--- config.mk ---
export PLATFORM = sky130hd
export DESIGN_NAME = sprite_io_responder_flat
export DESIGN_NICKNAME = d
export VERILOG_FILES = /design/src/rtl/sprite_io_responder_if.sv /design/src/rtl/sprite_io_responder.sv /design/src/flat_wrapper.sv
export SDC_FILE = /design/constraint.sdc
export NUM_CORES = 1
export LEC_CHECK = 0
export CORE_MARGIN = 4
export CORE_UTILIZATION = 37
export CTS_BUF_LIST = sky130_fd_sc_hd__clkbuf_2
export DETAILED_ROUTE_END_ITERATION = 10
export SYNTH_ARGS = -nofsm -noshare
export SYNTH_HDL_FRONTEND = slang
export SYNTH_SLANG_ARGS = --single-unit
--- constraint.sdc ---
create_clock -name clock -period 7.11 [get_ports clock]
set_input_delay 0.711 -clock clock [delete_from_list [all_inputs] [get_ports clock]]
set_output_delay 0.711 -clock clock [all_outputs]
set_load 0.05 [all_outputs]
--- src/rtl/sprite_io_responder_if.sv ---
// rtl/sprite_io_responder_if.sv - CPU I/O bus between the stack-machine CPU and its I/O responder
interface sprite_io_responder_if #(
    parameter int CPU_WIDTH = 16
);
    logic [CPU_WIDTH-1:0] io_addr;
    logic                 io_write;
    logic [CPU_WIDTH-1:0] io_wr_data;
    logic [CPU_WIDTH-1:0] io_rd_data;

    modport master (output io_addr, output io_write, output io_wr_data, input io_rd_data);
    modport slave  (input io_addr, input io_write, input io_wr_data, output io_rd_data);
endinterface

--- src/rtl/sprite_io_responder.sv ---
// rtl/sprite_io_responder.sv - LED, sprite position, frame counter registers and TX FIFO + 8N1 UART
module sprite_io_responder #(
    parameter int CPU_WIDTH    = 16,
    parameter int NUM_SPRITES  = 4,
    parameter int FIFO_DEPTH   = 8,
    parameter int CLKS_PER_BIT = 217
) (
    input  logic                     clock,
    input  logic                     reset,
    sprite_io_responder_if.slave     bus,
    input  logic                     vsync_pulse,
    output logic [3:0]               led,
    output logic [NUM_SPRITES*10-1:0] sprite_x,
    output logic [NUM_SPRITES*10-1:0] sprite_y,
    output logic                     uart_tx
);
    localparam int PTR_W  = (FIFO_DEPTH > 1) ? $clog2(FIFO_DEPTH) : 1;
    localparam int CNT_W  = PTR_W + 1;
    localparam int BAUD_W = (CLKS_PER_BIT > 1) ? $clog2(CLKS_PER_BIT) : 1;
    localparam logic [BAUD_W-1:0] BAUD_LAST = BAUD_W'(CLKS_PER_BIT - 1);
    localparam logic [CNT_W-1:0]  FULL_CNT  = CNT_W'(FIFO_DEPTH);

    typedef enum logic [1:0] {IDLE, START, DATA, STOP} uart_state_t;

    logic       sel, wr_en, wr_status, wr_tx;
    logic [7:0] off;
    logic       unused_addr_bits;

    logic [3:0]  led_q;
    logic [15:0] frame_count_q;
    logic        frame_q, ovf_q;
    logic [9:0]  sx_q [NUM_SPRITES];
    logic [9:0]  sy_q [NUM_SPRITES];

    logic [7:0]       fifo_mem [FIFO_DEPTH];
    logic [PTR_W-1:0] wr_ptr, rd_ptr;
    logic [CNT_W-1:0] count;
    logic             fifo_full, fifo_empty, push, pop;

    uart_state_t       state_q, state_d;
    logic [BAUD_W-1:0] baud_q, baud_d;
    logic [2:0]        bit_q, bit_d;
    logic [7:0]        shift_q, shift_d;
    logic              tx_q, tx_d, busy;

    assign sel              = (bus.io_addr[15:12] == 4'h4);
    assign off              = bus.io_addr[7:0];
    assign unused_addr_bits = ^bus.io_addr[11:8];
    assign wr_en            = bus.io_write & sel;
    assign wr_status        = wr_en && (off == 8'h01);
    assign wr_tx            = wr_en && (off == 8'h03);

    assign fifo_full  = (count == FULL_CNT);
    assign fifo_empty = (count == '0);
    // full is judged before any same-cycle pop, so a push at full is always dropped
    assign push       = wr_tx & ~fifo_full;
    assign busy       = (state_q != IDLE);

    always_ff @(posedge clock or posedge reset) begin
        if (reset) begin
            led_q         <= '0;
            frame_count_q <= '0;
            frame_q       <= 1'b0;
            ovf_q         <= 1'b0;
            for (int n = 0; n < NUM_SPRITES; n++) begin
                sx_q[n] <= '0;
                sy_q[n] <= '0;
            end
        end else begin
            if (wr_en && off == 8'h00) led_q <= bus.io_wr_data[3:0];
            if (wr_en && off == 8'h02) frame_count_q <= bus.io_wr_data[15:0];
            else if (vsync_pulse)      frame_count_q <= frame_count_q + 16'd1;
            if (vsync_pulse)                          frame_q <= 1'b1;
            else if (wr_status && bus.io_wr_data[0])  frame_q <= 1'b0;
            if (wr_tx && fifo_full)                   ovf_q <= 1'b1;
            else if (wr_status && bus.io_wr_data[4])  ovf_q <= 1'b0;
            for (int n = 0; n < NUM_SPRITES; n++) begin
                if (wr_en && off == 8'(16 + 2*n)) sx_q[n] <= bus.io_wr_data[9:0];
                if (wr_en && off == 8'(17 + 2*n)) sy_q[n] <= bus.io_wr_data[9:0];
            end
        end
    end

    always_ff @(posedge clock) begin
        if (push) fifo_mem[wr_ptr] <= bus.io_wr_data[7:0];
    end

    always_ff @(posedge clock or posedge reset) begin
        if (reset) begin
            wr_ptr <= '0;
            rd_ptr <= '0;
            count  <= '0;
        end else begin
            if (push) wr_ptr <= wr_ptr + 1'b1;
            if (pop)  rd_ptr <= rd_ptr + 1'b1;
            case ({push, pop})
                2'b10:   count <= count + 1'b1;
                2'b01:   count <= count - 1'b1;
                default: count <= count;
            endcase
        end
    end

    always_comb begin
        bus.io_rd_data = '0;
        if (sel) begin
            case (off)
                8'h00: bus.io_rd_data = CPU_WIDTH'(led_q);
                8'h01: bus.io_rd_data = CPU_WIDTH'({ovf_q, busy, fifo_empty, fifo_full, frame_q});
                8'h02: bus.io_rd_data = CPU_WIDTH'(frame_count_q);
                default: begin
                    for (int n = 0; n < NUM_SPRITES; n++) begin
                        if (off == 8'(16 + 2*n)) bus.io_rd_data = CPU_WIDTH'(sx_q[n]);
                        if (off == 8'(17 + 2*n)) bus.io_rd_data = CPU_WIDTH'(sy_q[n]);
                    end
                end
            endcase
        end
    end

    always_ff @(posedge clock or posedge reset) begin
        if (reset) begin
            state_q <= IDLE;
            baud_q  <= '0;
            bit_q   <= '0;
            shift_q <= '0;
            tx_q    <= 1'b1;
        end else begin
            state_q <= state_d;
            baud_q  <= baud_d;
            bit_q   <= bit_d;
            shift_q <= shift_d;
            tx_q    <= tx_d;
        end
    end

    // tx_q follows the current state one cycle later, keeping the pin glitch-free
    always_comb begin
        state_d = state_q;
        baud_d  = baud_q;
        bit_d   = bit_q;
        shift_d = shift_q;
        pop     = 1'b0;
        tx_d    = 1'b1;
        case (state_q)
            IDLE: begin
                baud_d = '0;
                bit_d  = '0;
                if (!fifo_empty) begin
                    pop     = 1'b1;
                    shift_d = fifo_mem[rd_ptr];
                    state_d = START;
                end
            end
            START: begin
                tx_d = 1'b0;
                if (baud_q == BAUD_LAST) begin
                    baud_d  = '0;
                    state_d = DATA;
                end else begin
                    baud_d = baud_q + 1'b1;
                end
            end
            DATA: begin
                tx_d = shift_q[0];
                if (baud_q == BAUD_LAST) begin
                    baud_d  = '0;
                    shift_d = {1'b0, shift_q[7:1]};
                    bit_d   = bit_q + 3'd1;
                    if (bit_q == 3'd7) state_d = STOP;
                end else begin
                    baud_d = baud_q + 1'b1;
                end
            end
            STOP: begin
                if (baud_q == BAUD_LAST) begin
                    baud_d  = '0;
                    state_d = IDLE;
                end else begin
                    baud_d = baud_q + 1'b1;
                end
            end
            default: state_d = IDLE;
        endcase
    end

    assign uart_tx = tx_q;
    assign led     = led_q;
    for (genvar n = 0; n < NUM_SPRITES; n++) begin : g_pack
        assign sprite_x[10*n +: 10] = sx_q[n];
        assign sprite_y[10*n +: 10] = sy_q[n];
    end
endmodule

--- src/flat_wrapper.sv ---
// flat-port wrapper written by rule: the top's interface ports become plain ports
module sprite_io_responder_flat 
#(
    parameter int CPU_WIDTH    = 16,
    parameter int NUM_SPRITES  = 4,
    parameter int FIFO_DEPTH   = 8,
    parameter int CLKS_PER_BIT = 217
)
  (clock, reset, vsync_pulse, led, sprite_x, sprite_y, uart_tx, bus_io_addr, bus_io_write, bus_io_wr_data, bus_io_rd_data);
  sprite_io_responder_if #(.CPU_WIDTH(CPU_WIDTH)) bus_i ();
  input  logic clock;
  input  logic reset;
  input  logic vsync_pulse;
  output logic [3:0] led;
  output logic [NUM_SPRITES*10-1:0] sprite_x;
  output logic [NUM_SPRITES*10-1:0] sprite_y;
  output logic uart_tx;
  input wire logic [$bits(bus_i.io_addr)-1:0] bus_io_addr;
  input wire logic [$bits(bus_i.io_write)-1:0] bus_io_write;
  input wire logic [$bits(bus_i.io_wr_data)-1:0] bus_io_wr_data;
  output wire logic [$bits(bus_i.io_rd_data)-1:0] bus_io_rd_data;
  assign bus_i.io_addr = bus_io_addr;
  assign bus_i.io_write = bus_io_write;
  assign bus_i.io_wr_data = bus_io_wr_data;
  assign bus_io_rd_data = bus_i.io_rd_data;
  sprite_io_responder #(.CPU_WIDTH(CPU_WIDTH), .NUM_SPRITES(NUM_SPRITES), .FIFO_DEPTH(FIFO_DEPTH), .CLKS_PER_BIT(CLKS_PER_BIT)) u_core (.clock(clock), .reset(reset), .bus(bus_i), .vsync_pulse(vsync_pulse), .led(led), .sprite_x(sprite_x), .sprite_y(sprite_y), .uart_tx(uart_tx));
endmodule
Word-level counts from Yosys, hierarchy flattened
Memories as Yosys holds them, arrays and structs flattened.
Index checks and enable logic that the tools add are counted.

storage, ports and cells
  register bits after elaboration = 134
  RAM bits = 64
  output and inout bits = 101
  memories = 1

operators by class
  add/sub/neg operators = 7
  equal/unequal tests = 25
  multiplexer cells = 35
  bitwise gates (word level) = 3
  reductions and logical operators = 28

memories
  name             words  width  read ports  clocked after Yosys merged registers in  write ports  RTL line                   source
  u_core.fifo_mem  8      8      1           0                                        1            sprite_io_responder.sv:35  logic [7:0] fifo_mem [FIFO_DEPTH];

operator list
  operator                                               count
  two-way mux 10 bit                                     8
  == test 8 x 5 -> 1 bit, second input constant          8
  two-way mux 16 bit                                     3
  one-hot mux 16 bit (3 select lines)                    1
  one-hot mux 8 bit (2 select lines)                     2
  two-way mux 8 bit                                      3
  adder 16 x 1 -> 16 bit, second input constant          1
  == test 8 x 2 -> 1 bit, second input constant          2
  logical AND 1 bit                                      15
  nonzero test 2 bit                                     6
  two-way mux 2 bit                                      5
  adder 3 x 1 -> 3 bit, second input constant            3
  adder 8 x 1 -> 8 bit, second input constant            1
  == test 8 x 1 -> 1 bit, second input constant          1
  == test 8 bit, second input constant                   1
  zero test 8 bit                                        1
  two-way mux 1 bit                                      8
  inequality test 2 x 1 -> 1 bit, second input constant  4
  one-hot mux 2 bit (4 select lines)                     1
  one-hot mux 4 bit (2 select lines)                     1
  == test 2 bit, second input constant                   3
  one-hot mux 3 bit (2 select lines)                     1
  AND reduction 5 bit                                    1
  adder 4 x 1 -> 4 bit, second input constant            1
  other kinds (15)                                       17

Depth between registers and ports, before layout
Gate-level depths: netlist (run 1).

  depth after elaboration = 11
  depth in mapped cells = 12
  gate-level depth less buffers = 11

Worst setup path after synthesis (run 1)
No wires, ideal clock.

  path type = in2out
  from = in bus_io_addr[1]
  to = out bus_io_rd_data[2]
  arrival = 3.125 ns
  required time = 6.399 ns
  path slack = 3.274 ns
  cell stages on the path = 7
  path buffers = 3
  path through = clkbuf_1 > buf_2 > buf_2 > nand3_1 > o22ai_1 > o31ai_1 > a221oi_1

between the ends
  word-level cells in the longest chain between the ends = 11
  elaborated cells on any way between the ends = 21
  classes of those cells = eq/ne (10); mux (10); reduce/logical (1)

RTL lines
  what                                     RTL line                    source
  from (decl)                              flat_wrapper.sv:18          input wire logic [$bits(bus_i.io_addr)-1:0] bus_io_addr;
  == test 8 x 5 -> 1 bit                   sprite_io_responder.sv:113  if (off == 8'(16 + 2*n)) bus.io_rd_data = CPU_WIDTH'(sx_q[n]);
  two-way mux 10 bit                       sprite_io_responder.sv:113
  two-way mux 10 bit                       sprite_io_responder.sv:114  if (off == 8'(17 + 2*n)) bus.io_rd_data = CPU_WIDTH'(sy_q[n]);
  two-way mux 10 bit                       sprite_io_responder.sv:113
  two-way mux 10 bit                       sprite_io_responder.sv:114
  two-way mux 10 bit                       sprite_io_responder.sv:113
  two-way mux 10 bit                       sprite_io_responder.sv:114
  two-way mux 10 bit                       sprite_io_responder.sv:113
  two-way mux 10 bit                       sprite_io_responder.sv:114
  one-hot mux 16 bit (3 select lines) (*)  sprite_io_responder.sv:107  case (off)
  two-way mux 16 bit (*)                   sprite_io_responder.sv:106  if (sel) begin
  to (decl)                                flat_wrapper.sv:21          output wire logic [$bits(bus_i.io_rd_data)-1:0] bus_io_rd_data;

Mark *: on every way between the ends. The rest lies on a longest branch, timed or not.

Final worst setup path (run 1)
  from = in bus_io_addr[2]
  to = out bus_io_rd_data[1]

The elaborated chain is that of the path after synthesis.

==> impl_metrics.toml, run 1 <==
[status]
outcome = "finished clean"

[routing]
drtIter0Drc = 375
totalWireLength_um = 25200
wl_per_cell_um = 20.9
drc = 0
antenna_left = 0
viasPerCell = 5.30
vias = 6393
first_pass_iters = 4

[power]
powerDensity_mw_per_mm2 = 175
leakage_nw = 4.52
peakVddDrop_mv = 0.0785

[grt]
grt_pass1_wl_um = 39200
grt_pass1_vias = 6612
antenna_found_initial = 1
grt_max_degree = 74
gr-usage-all-layers_pct = 18.1
overflow = 0

[cells_and_area]
nets = 916
antenna_cells = 0
filler_cell_count = 2400
syn_to_final_growth_pct = 20.1
drive_gt1_share_pct = 19.6
design_area_mm2 = 0.0113

[floorplanning]
core_mm2 = 0.0251
pin_count = 137
placementRows = 58
die_x_um = 167
die_h_um = 167
initial_core_util_pct = 37.5
dieArea_mm2 = 0.0281

[yosys]
yosysWarnings = 0
syn_area_mm2 = 0.00941
yosysUniqueCellTypes = 57
syn_area_per_cell_um2 = 12.6
yosysSeqAreaShare_pct = 56.1
synth_nets = 796
synth_most_common_cell = "dfrtp_1"
async_reset_ff_share_pct = 67.7
synth_edf_count = 64
synth_ff_type = "dfrtp_1"
synth.top_cell.area_share_pct = 35.4
synth_common_cells = "dfrtp_1, mux2_2, edfxtp_1"
synthCells = 744
yosys-top-cells-area = "dfrtp_1, edfxtp_1, mux2_2"
ys_seq_elements = 198
synth.largest_area_cell = "dfrtp_1"

[setup_path]
criticalPathCategory = "in -> out"
crit_path_end = "bus_io_rd_data[1]"
startpoint = "bus_io_addr[2]"
r2r_slack_ns = 4.20
reg2reg_from = "u_core.count[1]"
crit_arrival_ns = 4.24
regToRegEndpoint = "u_core.count[3]"
critPathLaunchType = "input port"
ff2ff_path_depth = 9
path_max_fanout = 12
critPathCaptureType = "primary output"
required_ns = 6.40

[clock_network]
cts_resized = 0
tritoncts = "yes"
cts_inserted_buffers = 17
clockRootBuffer = "clkbuf_2"
htreeDepth = 4
clk_path_buf_depth = 2
holdBufCountCts = 0
cts_setup_buffers = 0
cts.sinks = 198
clkTransAtPathRegs_ns = 0.31
clk_latency_ns = 0.77

[timing]
rsz0062_at_grt = "no"
tightest_slew_ns = 1.21
slew_headroom_pct = 18.8
final_hold_viol_count = 0
setup_viol = 0
setup_slack_ns = 2.16
min_period_ns = 4.95
finalSetupTns_ns = 0
drv_slew = 0
worst_clock_skew_ns = 0.0489
timing.fmax_ghz = 0.202
period_share_pct = 69.6

[placement]
place.gp.congestion = 0.850
place_area_mm2 = 0.0110
dp_slack_ns = 2.23
io_buffer_count = 132
hpwlAfterDp_um = 17500

[worst_hold_path]
hp-class = "in -> async"

[run]
max_cap_violations = 0
[worst max-delay path: stages]
cell	delay, ns
clkdlybuf4s50_1	0.63
nor2_1	0.50
nand2_1	0.33
a21oi_1	0.58
nor2_1	0.11
a221oi_1	0.47
clkdlybuf4s50_1	0.89
[report_power, final]
part	internal [W]	switching (W)	leakage, nW
registers	0.00120	0.0000332	2.38
clock network	0.000179	0.000409	0.159
logic	0.0000634	0.0000954	1.99
[flip-flops by register name (all words and copies together), names as in the netlist]
signal	flops
u_core.sprite_x	40
u_core.state_q	2
u_core.ovf_q	1
u_core.fifo_mem	64
u_core.baud_q	8
u_core.count	4
u_core.frame_q	1
u_core.frame_count_q	16
u_core.sprite_y	40
u_core.led	4
u_core.uart_tx	1
u_core.rd_ptr	3
u_core.bit_q	3
u_core.wr_ptr	3
u_core.shift_q	8
[cells by family after synthesis]
| kind of cell | Yosys count | share of synthesized area [%] |
|---|---|---|
| AOI/OAI and AO/OA | 121 | 7.84 |
| xor gates and xnor gates | 29 | 2.70 |
| adders and majority gates | 16 | 2.21 |
| buffers and inverters | 53 | 2.22 |
| DFF | 198 | 56.1 |
| muxes | 139 | 18.3 |
| and+or+nand+nor | 188 | 10.6 |
[metrics by stage]
| step | power (W) | instances | utilization (%) | hold WS [ns] |
|---|---|---|---|---|
| 2_1_floorplan | 0.00134 | 744 | - | 0.443 |
| 3_3_place_gp | 0.00141 | 1175 | 44.0 | 0.459 |
| 3_5_place_dp | 0.00141 | 1175 | 44.0 | 0.470 |
| 4_1_cts | 0.00201 | 1207 | 45.0 | 0.278 |
| 5_1_grt | 0.00207 | 1207 | 45.0 | 0.276 |
| 6_report | 0.00198 | 1207 | 45.0 | 0.343 |
[layout make-up]
cell class / count / area [um2] / area share (%)
Clock inverter: 13 / 161 / 1.43
Clock buffer: 19 / 95.1 / 0.841
Tap cell: 330 / 413 / 3.65
Sequential cell: 198 / 5280 / 46.7
Multi-Input combinational cell: 493 / 3930 / 34.8
Timing Repair Buffer: 139 / 1360 / 12.1
Inverter: 15 / 61.3 / 0.542
[how the worst min path moves through the flow]
stage	from	endpoint	slack [ns]	depth (start not counted)
after floorplan	u_core.ovf_q	u_core.ovf_q	0.44	2
after global placement	u_core.shift_q[1]	u_core.shift_q[1]	0.46	2
after detailed placement	u_core.shift_q[6]	u_core.shift_q[6]	0.47	2
after CTS	reset	u_core.bit_q[0]	0.28	2
after global routing	reset	u_core.bit_q[1]	0.28	2
final	reset	u_core.state_q[0]	0.34	2
[routing by layer]
layer  GRT usage [%]  vias to the layer above  wire length (um)
met4            4.59                        2               419
met5               0                        -                13
li1                -                     2979                 -
met3            6.96                       29              1840
met2            28.6                      158             11900
met1            23.6                     3225             11100
[cell usage in the layout, fill, tap and decap left out, types with 4 or more instances in the layout]
master	netlist	routed
ha_1	15	15
mux2i_1	26	26
a2bb2oi_1	5	5
nand3_1	15	15
nor3_1	9	8
clkbuf_2	1	19
nor2_1	57	57
a21oi_1	36	36
a221oi_1	6	6
a22oi_1	4	4
edfxtp_1	64	64
xnor2_1	15	15
o21ai_0	34	34
nor2b_1	14	14
xor2_1	14	14
mux2_2	95	95
nand4_1	6	6
clkdlybuf4s50_1	0	130
buf_4	0	7
nor4_1	7	7
inv_8	0	5
mux4_2	17	17
nand2_1	47	47
and2_1	5	5
dfrtp_1	133	133
inv_1	15	14
o22ai_1	14	14
nand2b_1	7	7
Power figures use the tool's default switching activity.
==> inputs of run 2 (changes only) <==
==> constraint.sdc (replaced) <==
create_clock -name clock -period 5.1 [get_ports clock]
set_input_delay 0.51 -clock clock [delete_from_list [all_inputs] [get_ports clock]]
set_output_delay 0.51 -clock clock [all_outputs]
set_load 0.05 [all_outputs]
==> run 2 against run 1 <==
Worst setup slack got worse by 1.3 ns. Sequential share of layout area up 0.088 points. Die area unchanged. Final area down 0.19%. Routed wire length fell by 0.97%. Core utilization fell by 0.085 points. Non-clock buffer count increased by 4. Cell count grew 0.33%. First-iteration DRC count shrank 2.1%.
==> impl_metrics.toml, run 2 (synthesis results as in run 1) <==
[timing]
worst_clock_skew_ns = 0.0524
min_period_ns = 4.23
timing.fmax_ghz = 0.236
rsz0062_at_grt = "no"
setup_viol = 0
slew_headroom_pct = 15.5
finalSetupTns_ns = 0
setup_slack_ns = 0.872
tightest_slew_ns = 1.26
final_hold_viol_count = 0
drv_slew = 0
period_share_pct = 82.9

[clock_network]
clk_latency_ns = 0.78
cts_inserted_buffers = 17
clkTransAtPathRegs_ns = 0.32
cts_setup_buffers = 0
cts.sinks = 198
htreeDepth = 4
clk_path_buf_depth = 2
tritoncts = "yes"
cts_resized = 0
holdBufCountCts = 0
clockRootBuffer = "clkbuf_2"

[routing]
drtIter0Drc = 367
wl_per_cell_um = 20.6
totalWireLength_um = 25000
vias = 6371
drc = 0
first_pass_iters = 5
antenna_left = 0
viasPerCell = 5.26

[setup_path]
reg2reg_from = "u_core.count[0]"
path_max_fanout = 8
criticalPathCategory = "in -> out"
slowest_delay_ns = 0.89
path_depth = 8
critPathCaptureType = "primary output"
crit_arrival_ns = 3.72
crit_top_cell = "clkdlybuf4s50_1"
r2r_slack_ns = 2.24
startpoint = "bus_io_addr[4]"
critPathLaunchType = "input port"
regToRegEndpoint = "u_core.count[3]"
cp_top_family = "buffers and inverters"
crit_buf_inv = 3
ff2ff_path_depth = 9
crit_path_cell_trace = "clkdlybuf4s50_1, nor4_1, nand2_1, buf_4, a21oi_1, nor2_1, a221oi_1, clkdlybuf4s50_1"
required_ns = 4.59
worst_path_max_delay_cell = "clkdlybuf4s50_1"

[placement]
hpwlAfterDp_um = 17500
place.gp.congestion = 0.842
io_buffer_count = 132
dp_slack_ns = 0.861

[cells_and_area]
nets = 920
fin_util_pct = 44.9
antenna_cells = 0
layout_commonest_cell = "dfrtp_1"
syn_to_final_growth_pct = 19.9
layout_common_cells = "dfrtp_1, clkdlybuf4s50_1, mux2_2"
largest_reg_flops = 64
largest_register = "u_core.fifo_mem"
drive_gt1_share_pct = 20.0
filler_cell_count = 2401

[grt]
grt_max_degree = 101
grt_pass1_wl_um = 39000
antenna_found_initial = 2
grt_pass1_vias = 6555
overflow = 0
gr-usage-all-layers_pct = 17.9

[power]
peakVddDrop_mv = 0.146
fin_total_pwr_w = 0.00267
powerDensity_mw_per_mm2 = 236
leakage_nw = 4.53

[floorplanning]
placementRows = 58
die_h_um = 167
initial_core_util_pct = 37.5
dieArea_mm2 = 0.0281
core_mm2 = 0.0251
die_x_um = 167
pin_count = 137

[run]
max_cap_violations = 0

[status]
outcome = "finished clean"

[worst_hold_path]
hp-class = "in -> async"
run 2: cell types whose count changed in the layout (fill, tap and decap cells not counted), sizes merged:
cell / delta
buf: +4
clkinvlp: -1
inv: +4
bufinv: -2
clkbuf: -1
run 2: per-stage QoR:
stage	instance area (um2)	std cells	hold slack (ns)
2_1_floorplan	9410	744	0.443
3_3_place_gp	11100	1179	0.461
5_1_grt	11300	1211	0.219
4_1_cts	11300	1211	0.207
3_5_place_dp	11100	1179	0.470
6_report	11300	1211	0.280
run 2: cell type report:
cell class	instances	area, um2	share of cell area (%)
Timing Repair Buffer	143	1390	12.4
Inverter	15	61.3	0.543
Sequential cell	198	5280	46.8
Clock inverter	14	115	1.02
Tap cell	330	413	3.66
Clock buffer	18	90.1	0.799
Multi-Input combinational cell	493	3930	34.8
run 2: report_power, final:
part           switching (W)  leakage [nW]  internal (W)
registers          0.0000470          2.38       0.00167
logic               0.000132          2.01     0.0000890
clock network       0.000573         0.142      0.000150
run 2: how the worst max path moves through the flow:
stage	to	slack [ns]
floorplan	u_core.baud_q[0]	1.01
global placement	bus_io_rd_data[2]	0.84
detailed placement	bus_io_rd_data[1]	0.86
CTS	bus_io_rd_data[1]	0.85
global route	bus_io_rd_data[2]	0.65
finish	bus_io_rd_data[1]	0.87
run 2: per-layer routing:
| metal | vias to the layer above | global-route usage (%) | part of all wire [%] |
|---|---|---|---|
| li1 | 2976 | - | - |
| met1 | 3192 | 24.0 | 45 |
| met2 | 171 | 28.5 | 47 |
| met3 | 28 | 5.85 | 6.2 |
| met4 | 4 | 4.13 | 1.6 |
| met5 | - | 0 | 0.088 |
==> inputs of run 3 (changes only) <==
==> constraint.sdc (replaced) <==
create_clock -name clock -period 4.3 [get_ports clock]
set_input_delay 0.43 -clock clock [delete_from_list [all_inputs] [get_ports clock]]
set_output_delay 0.43 -clock clock [all_outputs]
set_load 0.05 [all_outputs]
==> run 3 against run 2 <==
Non-clock buffer count grew 9. Clock-buffer cell count decreased by 1. Global-route usage up 0.56 points. Worst hold slack worse by 0.097 ns. Worst setup slack lost 0.32 ns. Highest routed layer unchanged. Largest cell class unchanged. Critical path depth is 3 lower. First-iteration DRC count down 7.1%.
==> impl_metrics.toml, run 3 (synthesis results as in run 1) <==
[clock_network]
cts_setup_buffers = 0
holdBufCountCts = 0
htreeDepth = 4
clk_latency_ns = 0.78
clkTransAtPathRegs_ns = 0.28
clk_path_buf_depth = 2
cts.sinks = 198
cts_inserted_buffers = 17
clockRootBuffer = "clkbuf_2"
cts_resized = 0
tritoncts = "yes"

[floorplanning]
initial_core_util_pct = 37.5
die_x_um = 167
pin_count = 137
placementRows = 58
dieArea_mm2 = 0.0281
core_mm2 = 0.0251
die_h_um = 167

[power]
leakage_nw = 4.62
peakVddDrop_mv = 0.127
powerDensity_mw_per_mm2 = 289

[status]
outcome = "finished clean"

[cells_and_area]
syn_to_final_growth_pct = 21.3
layout_common_cells = "dfrtp_1, clkdlybuf4s50_1, mux2_2"
fin_util_pct = 45.5
nets = 929
drive_gt1_share_pct = 21.8
final-instance-count-excl-fill = 1222
filler_cell_count = 2360
layout_commonest_cell = "dfrtp_1"
largest_reg_flops = 64
largest_register = "u_core.fifo_mem"

[timing]
timing.fmax_ghz = 0.267
tightest_slew_ns = 1.20
drv_slew = 0
final_hold_viol_count = 0
period_share_pct = 87.1
setup_viol = 0
slew_headroom_pct = 19.0
min_period_ns = 3.75
worst_clock_skew_ns = 0.0467
finalSetupTns_ns = 0
rsz0062_at_grt = "no"

[grt]
antenna_found_initial = 2
grt_pass1_vias = 6688
overflow = 0
grt_pass1_wl_um = 40000
grt_max_degree = 95
gr-usage-all-layers_pct = 18.4

[routing]
drtIter0Drc = 341
first_pass_iters = 5
viasPerCell = 5.19
vias = 6338
drc = 0
wl_per_cell_um = 20.6
totalWireLength_um = 25200
antenna_left = 0

[setup_path]
required_ns = 3.87
reg2reg_from = "u_core.count[0]"
critPathLaunchType = "input port"
critPathCaptureType = "primary output"
crit_arrival_ns = 3.32
startpoint = "bus_io_addr[13]"
path_max_fanout = 11
criticalPathCategory = "in -> out"

[run]
max_cap_violations = 0

[worst_hold_path]
hp-class = "in -> async"

[placement]
place_inst = 1188
io_buffer_count = 132
hpwlAfterDp_um = 17500
place.gp.congestion = 0.805
[run 3: cell types whose count changed in the layout (fill, tap and decap cells not counted), moves of 2 or more]
cell,change
buf_4,+16
clkdlybuf4s50_1,-9
buf_12,+2
bufinv_16,+2
diode_2,+2
inv_2,-2
inv_6,-2
[run 3: critical path, cell delays in order]
cell	delay [ns]
clkdlybuf4s50_1	0.46
or4b_2	0.90
nor3_1	0.48
and2_1	0.22
clkdlybuf4s50_1	0.81
[run 3: where the power goes]
part	switching, W	internal (W)
combinational	0.000158	0.000108
clock	0.000698	0.000300
sequential	0.0000553	0.00199
[run 3: layout make-up]
| cell class | count | area (um2) | share of cell area, % |
|---|---|---|---|
| sequential | 198 | 5280 | 46.2 |
| timing repair buffer | 152 | 1460 | 12.8 |
| clock inverter | 15 | 184 | 1.61 |
| antenna | 2 | 5.00 | 0.0438 |
| multi-input combinational | 493 | 3930 | 34.4 |
| inverter | 15 | 61.3 | 0.537 |
| tap | 330 | 413 | 3.62 |
| clock buffer | 17 | 85.1 | 0.745 |
[run 3: metal layers]
metal	track usage [%]	up-vias	part of all wire (%)
met5	0	-	0.032
met4	4.16	2	0.97
met3	6.26	16	6.8
met2	29.1	149	48
met1	24.8	3171	44
li1	-	3000	-
[run 3: worst paths after layout]
| path | to | slack, ns | cells after the start |
|---|---|---|---|
| setup / recovery | bus_io_rd_data[15] | 0.55 | 5 |
| hold / removal | u_core.baud_q[3] | 0.18 | 2 |
| setup reg to reg | u_core.count[3] | 1.46 | 9 |
| hold reg to reg | u_core.baud_q[0] | 0.50 | 1 |
| max in group asynchronous | u_core.sprite_y[6] | 3.32 | 3 |
| min in group clock | u_core.frame_count_q[12] | 0.20 | 3 |
[run 3: through the flow]
step                      total power (W)  area [um2]  worst slack (ns)  hold slack, ns
after detailed placement          0.00234       11100             0.523           0.466
after floorplan                   0.00222        9410             0.289           0.443
after CTS                         0.00335       11400             0.518          0.0965
after global placement            0.00234       11100             0.498           0.457
after global routing              0.00346       11400             0.437           0.103
final                             0.00331       11400             0.555           0.183
